**config.mk**
```make
export PLATFORM = sky130hd
export DESIGN_NAME = fifo_rd_stream
export DESIGN_NICKNAME = d
export VERILOG_FILES = /design/src/rtl/fifo_rd_stream.sv
export SDC_FILE = /design/constraint.sdc
export NUM_CORES = 1
export LEC_CHECK = 0
export CORE_MARGIN = 5
export CORE_UTILIZATION = 45
export DETAILED_ROUTE_END_ITERATION = 10
export PLACE_DENSITY = 0.77
export SLEW_MARGIN = 20
export SYNTH_ARGS = -nofsm -noshare
export SYNTH_HDL_FRONTEND = slang
export SYNTH_SLANG_ARGS = --single-unit
```
**constraint.sdc**
```tcl
create_clock -name clk -period 1.9 [get_ports clk]
set_input_delay 0.19 -clock clk [delete_from_list [all_inputs] [get_ports clk]]
set_output_delay 0.19 -clock clk [all_outputs]
set_load 0.1 [all_outputs]
```
**src/rtl/fifo_rd_stream.sv**
```systemverilog
// fifo_rd_stream: read-side master for a synchronous FIFO.
// Issues FIFO reads, captures the data that returns one cycle later into a
// 2-entry skid buffer, and presents the head word on a valid/ready stream.
// The read enable looks ahead at the current handshake, so a continuously
// ready consumer sees one word per cycle once the buffer has filled.
module fifo_rd_stream #(
    parameter int DATA_W = 8,
    parameter int CNT_W  = 16
) (
    input  logic              clk,
    input  logic              rstn,
    input  logic              i_fifo_empty,
    input  logic [DATA_W-1:0] i_fifo_rddata,
    output logic              o_fifo_rden,
    output logic              o_m_valid,
    output logic [DATA_W-1:0] o_m_data,
    input  logic              i_m_ready,
    input  logic              i_flush,
    output logic              o_busy,
    output logic [CNT_W-1:0]  o_pop_cnt
);

    // Words held in the buffer (0..2) and whether a read returns this cycle.
    // occ_r + inflight_r never exceeds 2, so the sum always fits in 2 bits.
    logic [1:0]        occ_r;
    logic              inflight_r;
    logic              head_r;
    logic              tail_r;
    logic [DATA_W-1:0] buf_r [2];
    logic [CNT_W-1:0]  pop_cnt_r;

    logic              pop_s;
    logic [1:0]        need_s;
    logic              rden_s;

    // Handshake detection and read-issue decision for this cycle.
    always_comb begin
        pop_s  = 1'b0;
        need_s = 2'd0;
        rden_s = 1'b0;
        if (occ_r != 2'd0) begin
            pop_s = i_m_ready;
        end else begin
            pop_s = 1'b0;
        end
        // Slots committed after this edge: held + returning - leaving.
        // A pop implies occ_r >= 1, so the subtraction cannot underflow.
        need_s = occ_r + {1'b0, inflight_r} - {1'b0, pop_s};
        if (rstn && !i_fifo_empty && !i_flush && (need_s <= 2'd1)) begin
            rden_s = 1'b1;
        end else begin
            rden_s = 1'b0;
        end
    end

    // Occupancy, pointers and in-flight tracking; flush drops everything.
    always_ff @(posedge clk or negedge rstn) begin
        if (!rstn) begin
            occ_r      <= 2'd0;
            inflight_r <= 1'b0;
            head_r     <= 1'b0;
            tail_r     <= 1'b0;
        end else if (i_flush) begin
            occ_r      <= 2'd0;
            inflight_r <= 1'b0;
            head_r     <= 1'b0;
            tail_r     <= 1'b0;
        end else begin
            inflight_r <= rden_s;
            if (inflight_r) begin
                tail_r <= ~tail_r;
            end
            if (pop_s) begin
                head_r <= ~head_r;
            end
            case ({inflight_r, pop_s})
                2'b10:   occ_r <= occ_r + 2'd1;
                2'b01:   occ_r <= occ_r - 2'd1;
                default: occ_r <= occ_r;
            endcase
        end
    end

    // Capture returning read data into the tail slot; discarded on flush.
    always_ff @(posedge clk or negedge rstn) begin
        if (!rstn) begin
            buf_r[0] <= '0;
            buf_r[1] <= '0;
        end else if (!i_flush && inflight_r) begin
            buf_r[tail_r] <= i_fifo_rddata;
        end
    end

    // Completed-handshake counter; wraps and survives flush.
    always_ff @(posedge clk or negedge rstn) begin
        if (!rstn) begin
            pop_cnt_r <= '0;
        end else if (pop_s) begin
            pop_cnt_r <= pop_cnt_r + {{(CNT_W-1){1'b0}}, 1'b1};
        end
    end

    assign o_fifo_rden = rden_s;
    assign o_m_valid   = (occ_r != 2'd0);
    assign o_m_data    = buf_r[head_r];
    assign o_busy      = (occ_r != 2'd0) || inflight_r;
    assign o_pop_cnt   = pop_cnt_r;

endmodule

```
==> impl_summary.log, run 1 <==
INFO  metric run_status = finished with violations
INFO  metric failed_checks = setup timing
INFO  metric highest_fanout_seen_on_the_critical_path = 3
INFO  metric crit_buf_inv = 1
INFO  metric drc_errors = 0
INFO  metric placed_cells_incl_taps = 227
INFO  metric ys_ff_latch = 37
INFO  metric post_dp_cell_area = 2330 µm²
INFO  metric netlist_top_cells_area = dfrtp_1, mux2_2, xnor2_1
INFO  metric post-route-util = between 60 and 70%
INFO  metric mostFrequentLayoutCells = dfrtp_1, mux2_2, buf_4
INFO  metric drt_pass1_iterations = 2
INFO  metric clk-insertion-delay-late = 290 ps
INFO  metric critical_path.endpoint_type = output pin
INFO  metric tightestPinTransition = 530 ps
INFO  metric cts.sinks = 37
INFO  metric tritoncts_clock_tree = built
INFO  metric cell_area_synth = 1720 µm²
INFO  metric layout_commonest_cell = dfrtp_1
INFO  metric report.final.slew_viol_count = 0
INFO  metric cts_buffers = 5
INFO  metric die_area = roughly 5200 µm²
INFO  metric fin_setup_tns = -58.8 ps
INFO  metric worst_path_max_stage_delay = 410 ps
INFO  metric setup_slack = -58.8 ps
INFO  metric leakage = ~1.1 nW
INFO  metric antenna_found_initial = 0
INFO  metric cts_buffer_depth = 2
INFO  metric start_util = around 47%
INFO  metric htreeDepth = 2
INFO  metric drive_gt1_share = 48.4%
INFO  metric overall_die_width = 71.8 µm
INFO  metric hold_viol = 0
INFO  metric post-synth-top-area-cell = dfrtp_1
INFO  metric rsz0062_at_grt = yes
INFO  metric grt_pass1_vias = approximately 1.3k
INFO  metric viasPerCell = 5.01
INFO  metric most_frequent_cell_on_the_critical_path = nand3_2
INFO  metric worstSetupStartpoint = occ_r[1]
INFO  metric finalWorstPathRequiredPeriod = ~2000 ps
INFO  metric portBuffers = 39
INFO  metric synthesis_warnings = 0
INFO  metric sequential_element_share_of_the_synthesized_area = a little over half
INFO  metric power.total = about 3.1 mW
INFO  metric holdCritStartpoint = o_pop_cnt[15]
INFO  metric insertedDiodeCount = 0
INFO  metric grt_max_degree = 38
INFO  metric path_delay_family = flip-flops
INFO  metric ant_nets = 0
INFO  metric hold_path.class = reg -> reg
INFO  metric globalRouteOverflowTotal = 0
INFO  metric fp.coreArea = 3690 µm²
INFO  metric cts.root.buffer_cell = clkbuf_8
INFO  metric clkTransAtPathRegs = 70 ps
INFO  metric cellPowerDensity = 1260 nW/µm²
INFO  metric synth.lib_cells_used.distinct = 32
INFO  metric max-vdd-ir-drop = 0.961 mV
INFO  metric cp_data_required_time = 1710 ps
INFO  metric routabilityCongestion = 0.875
INFO  metric ios = 40
INFO  metric fmax = 511 MHz
INFO  metric fin_cells = 236
INFO  metric final_min_period_over_clock_period = 103%
INFO  metric synth_fp_nets = 151
INFO  metric start_kind = flop
INFO  metric place_hpwl = 2.71 mm
INFO  metric critPathArrivalTime = 1770 ps
INFO  metric finalClockSkew = 5.00 ps
INFO  metric grt_pass1_wl = 5.93 mm
INFO  metric mean_cell_area_of_the_mapped_netlist = 12.7 µm²
INFO  metric dr.first_iter.drc_count = 26
INFO  metric final-setup-viol-count = 1
INFO  metric timing.max_slew.rel_slack = 64.5%
INFO  metric rows = 22
INFO  metric postCtsSetupRepairBufs = 0
INFO  metric cell_type_of_the_slowest_stage_on_the_worst_timing_path = dfrtp_1
INFO  metric num-nets-final = 202
INFO  metric chipHeight = 71.8 µm
INFO  metric grt.total_usage = 15.0%
INFO  metric postLayoutCellArea = between 2000 and 2500 µm²
INFO  metric rr_startpoint = inflight_r
INFO  metric maxCapViolCount = 0
INFO  metric crit_path_cell_trace = o21ai_4, ha_4, nand2b_4, nand3_2, nand3_2, a21oi_4, buf_12
INFO  metric wl_per_cell = 14.9 µm
INFO  metric area_growth_syn_to_layout = 43.8%
INFO  metric final_routed_wirelength_across_all_metal_layers = 3.51 mm
INFO  metric yosysTopAreaCellShare = 53.8%
INFO  metric synthCells = 136
INFO  metric dr_total_vias = 1,182
INFO  metric worstSetupPathType = reg -> out
-- cells in the mapped netlist, drive strengths merged --
cell	number
or3	1
ha	2
nor2	9
o211ai	1
nor3b	1
a21oi	2
o21bai	1
nand2	9
nand2b	2
xnor2	15
buf	2
and3	2
nand3b	1
o21ai	2
dfrtp	37
mux2	26
xor2	4
nand4	2
or2	1
a32oi	1
clkbuf	2
nand3	6
nor2b	1
o2111ai	1
nor3	4
inv	1
-- through the flow --
stage	hold slack [ps]	setup slack [ps]
finish	483	-58.8
global route	507	-119
CTS	496	-72.7
detailed placement	301	-12.8
global placement	293	54.8
floorplan	-106	-122
-- worst paths after layout --
| check | slack, ps | endpoint | depth (start not counted) |
|---|---|---|---|
| setup / recovery | -60 | o_fifo_rden | 7 |
| hold / removal | 480 | o_pop_cnt[15] | 1 |
| setup reg to reg | 390 | occ_r[1] | 4 |
| hold reg to reg | 480 | o_pop_cnt[15] | 1 |
| max in group asynchronous | 1040 | o_pop_cnt[2] | 3 |
| min in group asynchronous | 510 | buf_r[10] | 3 |
-- kinds of logic after synthesis --
logic type | share of synthesized area [%]
buffers and inverters | 1.45
and+or+nand+nor | 12.9
xor gates and xnor gates | 9.67
adders and majority gates | 1.45
DFF | 53.8
AOI/OAI and AO/OA | 3.64
muxes | 17.0
-- layer usage --
layer | vias to the layer above | GRT usage [%] | wire length [µm]
met4 | 0 | 7.72 | 59
met3 | 9 | 4.07 | 238
li1 | 570 | - | -
met5 | - | 0 | 0
met2 | 30 | 26.7 | 1860
met1 | 573 | 16.2 | 1350
-- sequential cells by signal, summed over array words and instances (netlist names) --
register and flops:
buf_r 16, o_pop_cnt 16, occ_r 2, head_r 1, inflight_r 1, tail_r 1
-- final cells by class --
| class | instances | area, µm² |
|---|---|---|
| Clock buffer | 6 | 82.6 |
| Clock inverter | 2 | 37.5 |
| Fill cell | 299 | 1210 |
| Inverter | 1 | 3.75 |
| Multi-Input combinational cell | 94 | 830 |
| Sequential cell | 37 | 935 |
| Tap cell | 48 | 60.1 |
| Timing Repair Buffer | 48 | 526 |
-- worst register-to-register path, cell delays in order, from the launching register on --
cell	delay (ps)
dfrtp_1	520
nand2b_1	300
mux2_2	370
a32oi_1	160
nor2_1	60
-- where the power goes --
group,switching (mW),internal (mW)
logic,0.924,0.477
clock network,0.268,0.426
registers,0.111,0.914
total,1.30,1.82
-- what timing repair did --
action / in CTS / in global routing
gates resized for setup: 1 / 1
hold buffers: 1 / 0
pin swaps: 2 / 0
hold endpoints to repair: 37 / 0
setup endpoints to repair: 1 / 1
Power figures use the tool's default switching activity.
==> run 2: changes to the inputs <==
--- a/config.mk
+++ b/config.mk
@@ -5,6 +5,7 @@
 export SDC_FILE = /design/constraint.sdc
 export NUM_CORES = 1
 export LEC_CHECK = 0
+export CORE_ASPECT_RATIO = 0.7
 export CORE_MARGIN = 5
 export CORE_UTILIZATION = 45
 export DETAILED_ROUTE_END_ITERATION = 10
==> run 2 against run 1 <==
The run still ends with setup timing left. Critical path depth stayed put. Clock skew is 0.86 ps higher. Hold slack worse by 470 ps. Via count stayed put. Critical path type unchanged.
==> impl_summary.log, run 2 (same netlist as run 1, synthesis figures left out) <==
INFO  metric num-nets-final = 202
INFO  metric ant_nets = 0
INFO  metric cts_buffers = 5
INFO  metric cellPowerDensity = about 1300 nW/µm²
INFO  metric fmax = 508 MHz
INFO  metric post_dp_cell_area = about 2300 µm²
INFO  metric path_delay_family = flip-flops
INFO  metric worstSetupPathType = reg -> out
INFO  metric maxCapViolCount = 0
INFO  metric globalRouteOverflowTotal = 0
INFO  metric drt_pass1_iterations = 4
INFO  metric post-route-util = a little over two thirds
INFO  metric layout_commonest_cell = dfrtp_1
INFO  metric clkTransAtPathRegs = ~70 ps
INFO  metric crit_buf_inv = 1
INFO  metric drive_gt1_share = roughly half
INFO  metric dr_total_vias = 1,182
INFO  metric place_hpwl = about 2.7 mm
INFO  metric wl_per_cell = 15.3 µm
INFO  metric portBuffers = 39
INFO  metric fin_cells = 238
INFO  metric final_min_period_over_clock_period = 104%
INFO  metric cp_data_required_time = about 1700 ps
INFO  metric rows = 18
INFO  metric r2r_setup_slack = between 300 and 400 ps
INFO  metric grt_pass1_vias = 1,325
INFO  metric tightestPinTransition = 460 ps
INFO  metric die_area = between 5000 and 6000 µm²
INFO  metric final_routed_wirelength_across_all_metal_layers = about 3.6 mm
INFO  metric groute.layer.met2.usage = between 20% and 30%
INFO  metric drc_errors = 0
INFO  metric crit_path_cell_trace = o21ai_4, ha_4, nand2b_4, nand3_4, nand3_4, a21oi_4, buf_12
INFO  metric highest_fanout_seen_on_the_critical_path = 3
INFO  metric run_status = finished with violations
INFO  metric cell_type_of_the_slowest_stage_on_the_worst_timing_path = dfrtp_1
INFO  metric viasPerCell = approximately 5.0
INFO  metric fin_setup_tns = -69.8 ps
INFO  metric grt_util_met3 = 5.40%
INFO  metric timing.hold.ws = about 12 ps
INFO  metric fp.coreArea = between 3000 and 4000 µm²
INFO  metric critPathArrivalTime = 1780 ps
INFO  metric power.total = between 3 and 4 mW
INFO  metric insertedDiodeCount = 0
INFO  metric most_frequent_cell_on_the_critical_path = nand3_4
INFO  metric postLayoutCellArea = around 2500 µm²
INFO  metric preCtsSetupSlack = -21.9 ps
INFO  metric hold_viol = 0
INFO  metric worst_path_max_stage_delay = 410 ps
INFO  metric grt.total_usage = between 10% and 20%
INFO  metric finalClockSkew = 5.86 ps
INFO  metric start_kind = flop
INFO  metric cts_buffer_depth = 2
INFO  metric cts.hold.buffers_added = 0
INFO  metric critical_path.endpoint_type = output pin
INFO  metric routabilityCongestion = 0.735
INFO  metric cts.root.buffer_cell = clkbuf_8
INFO  metric overall_die_width = roughly 84 µm
INFO  metric leakage = 1.14 nW
INFO  metric grt_max_degree = 38
INFO  metric dr.first_iter.drc_count = 31
INFO  metric ios = 40
INFO  metric area_growth_syn_to_layout = 45.5%
INFO  metric grt-busiest-layer = met2
INFO  metric grt_pass1_wl = 6.35 mm
INFO  metric mostFrequentLayoutCells = dfrtp_1, mux2_2, buf_4
INFO  metric finalWorstPathRequiredPeriod = ~2000 ps
INFO  metric setup_slack = -69.8 ps
INFO  metric groute.layer.met1.usage = about a fifth
INFO  metric start_util = a little under half
INFO  metric rsz0062_at_grt = yes
INFO  metric tritoncts_clock_tree = built
INFO  metric chipHeight = 61.7 µm
INFO  metric hold_path.class = in -> async
INFO  metric failed_checks = setup timing
INFO  metric max-vdd-ir-drop = 0.897 mV
INFO  metric timing.max_slew.rel_slack = approximately 69%
INFO  metric report.final.slew_viol_count = 0
INFO  metric cts.sinks = 37
INFO  metric antenna_found_initial = 0
INFO  metric placed_cells_incl_taps = 229
INFO  metric clk-insertion-delay-late = 290 ps
INFO  metric htreeDepth = 2
INFO  metric final-setup-viol-count = 1
## run 2: cell count changes in the layout (fill, tap and decap cells not counted), sizes merged
cell,delta
clkbuf,-1
buf,+1
clkinvlp,-1
clkinv,+1
dlygate4sd3,-1
bufinv,+1
## run 2: final timing paths
kind                                from       endpoint  cells past startpoint
max                             occ_r[0]    o_fifo_rden                      7
min                                 rstn   o_pop_cnt[0]                      2
max reg2reg                   inflight_r       occ_r[1]                      4
min reg2reg                o_pop_cnt[15]  o_pop_cnt[15]                      1
max in group asynchronous           rstn   o_pop_cnt[8]                      2
min in group clk                    rstn     inflight_r                      4
## run 2: area by class of cell
cell class | instances | area [µm²]
fillers | 273 | 1100
clock buffers | 5 | 68.8
multi-input cells | 94 | 845
flip-flops and latches | 37 | 935
inverters | 1 | 3.75
repair buffers | 48 | 523
clock inverters | 3 | 65.1
well taps | 50 | 62.6
## run 2: where the power goes
part | internal (mW) | leakage (nW) | switching [mW]
clock | 0.521 | 0.0681 | 0.268
combinational | 0.479 | 0.600 | 0.932
sequential | 0.914 | 0.475 | 0.114
## run 2: per-layer routing
layer,part of all wire (%),vias up
met5,0,-
met1,44,574
met3,6.2,5
met2,49,29
met4,0.88,0
li1,-,574
## run 2: what timing repair did
| item | in CTS | in global routing |
|---|---|---|
| resized for setup | 2 | 2 |
| buffers inserted | 1 | 0 |
| endpoints found under the setup margin | 1 | 1 |
| pin swaps | 2 | 1 |
==> run 3: changes to the inputs <==
--- a/config.mk
+++ b/config.mk
@@ -5,6 +5,7 @@
 export SDC_FILE = /design/constraint.sdc
 export NUM_CORES = 1
 export LEC_CHECK = 0
+export CAP_MARGIN = 20
 export CORE_ASPECT_RATIO = 0.7
 export CORE_MARGIN = 5
 export CORE_UTILIZATION = 45
==> results of run 3 <==
The final DEF is identical to that of run 2; final timing and power are the same.
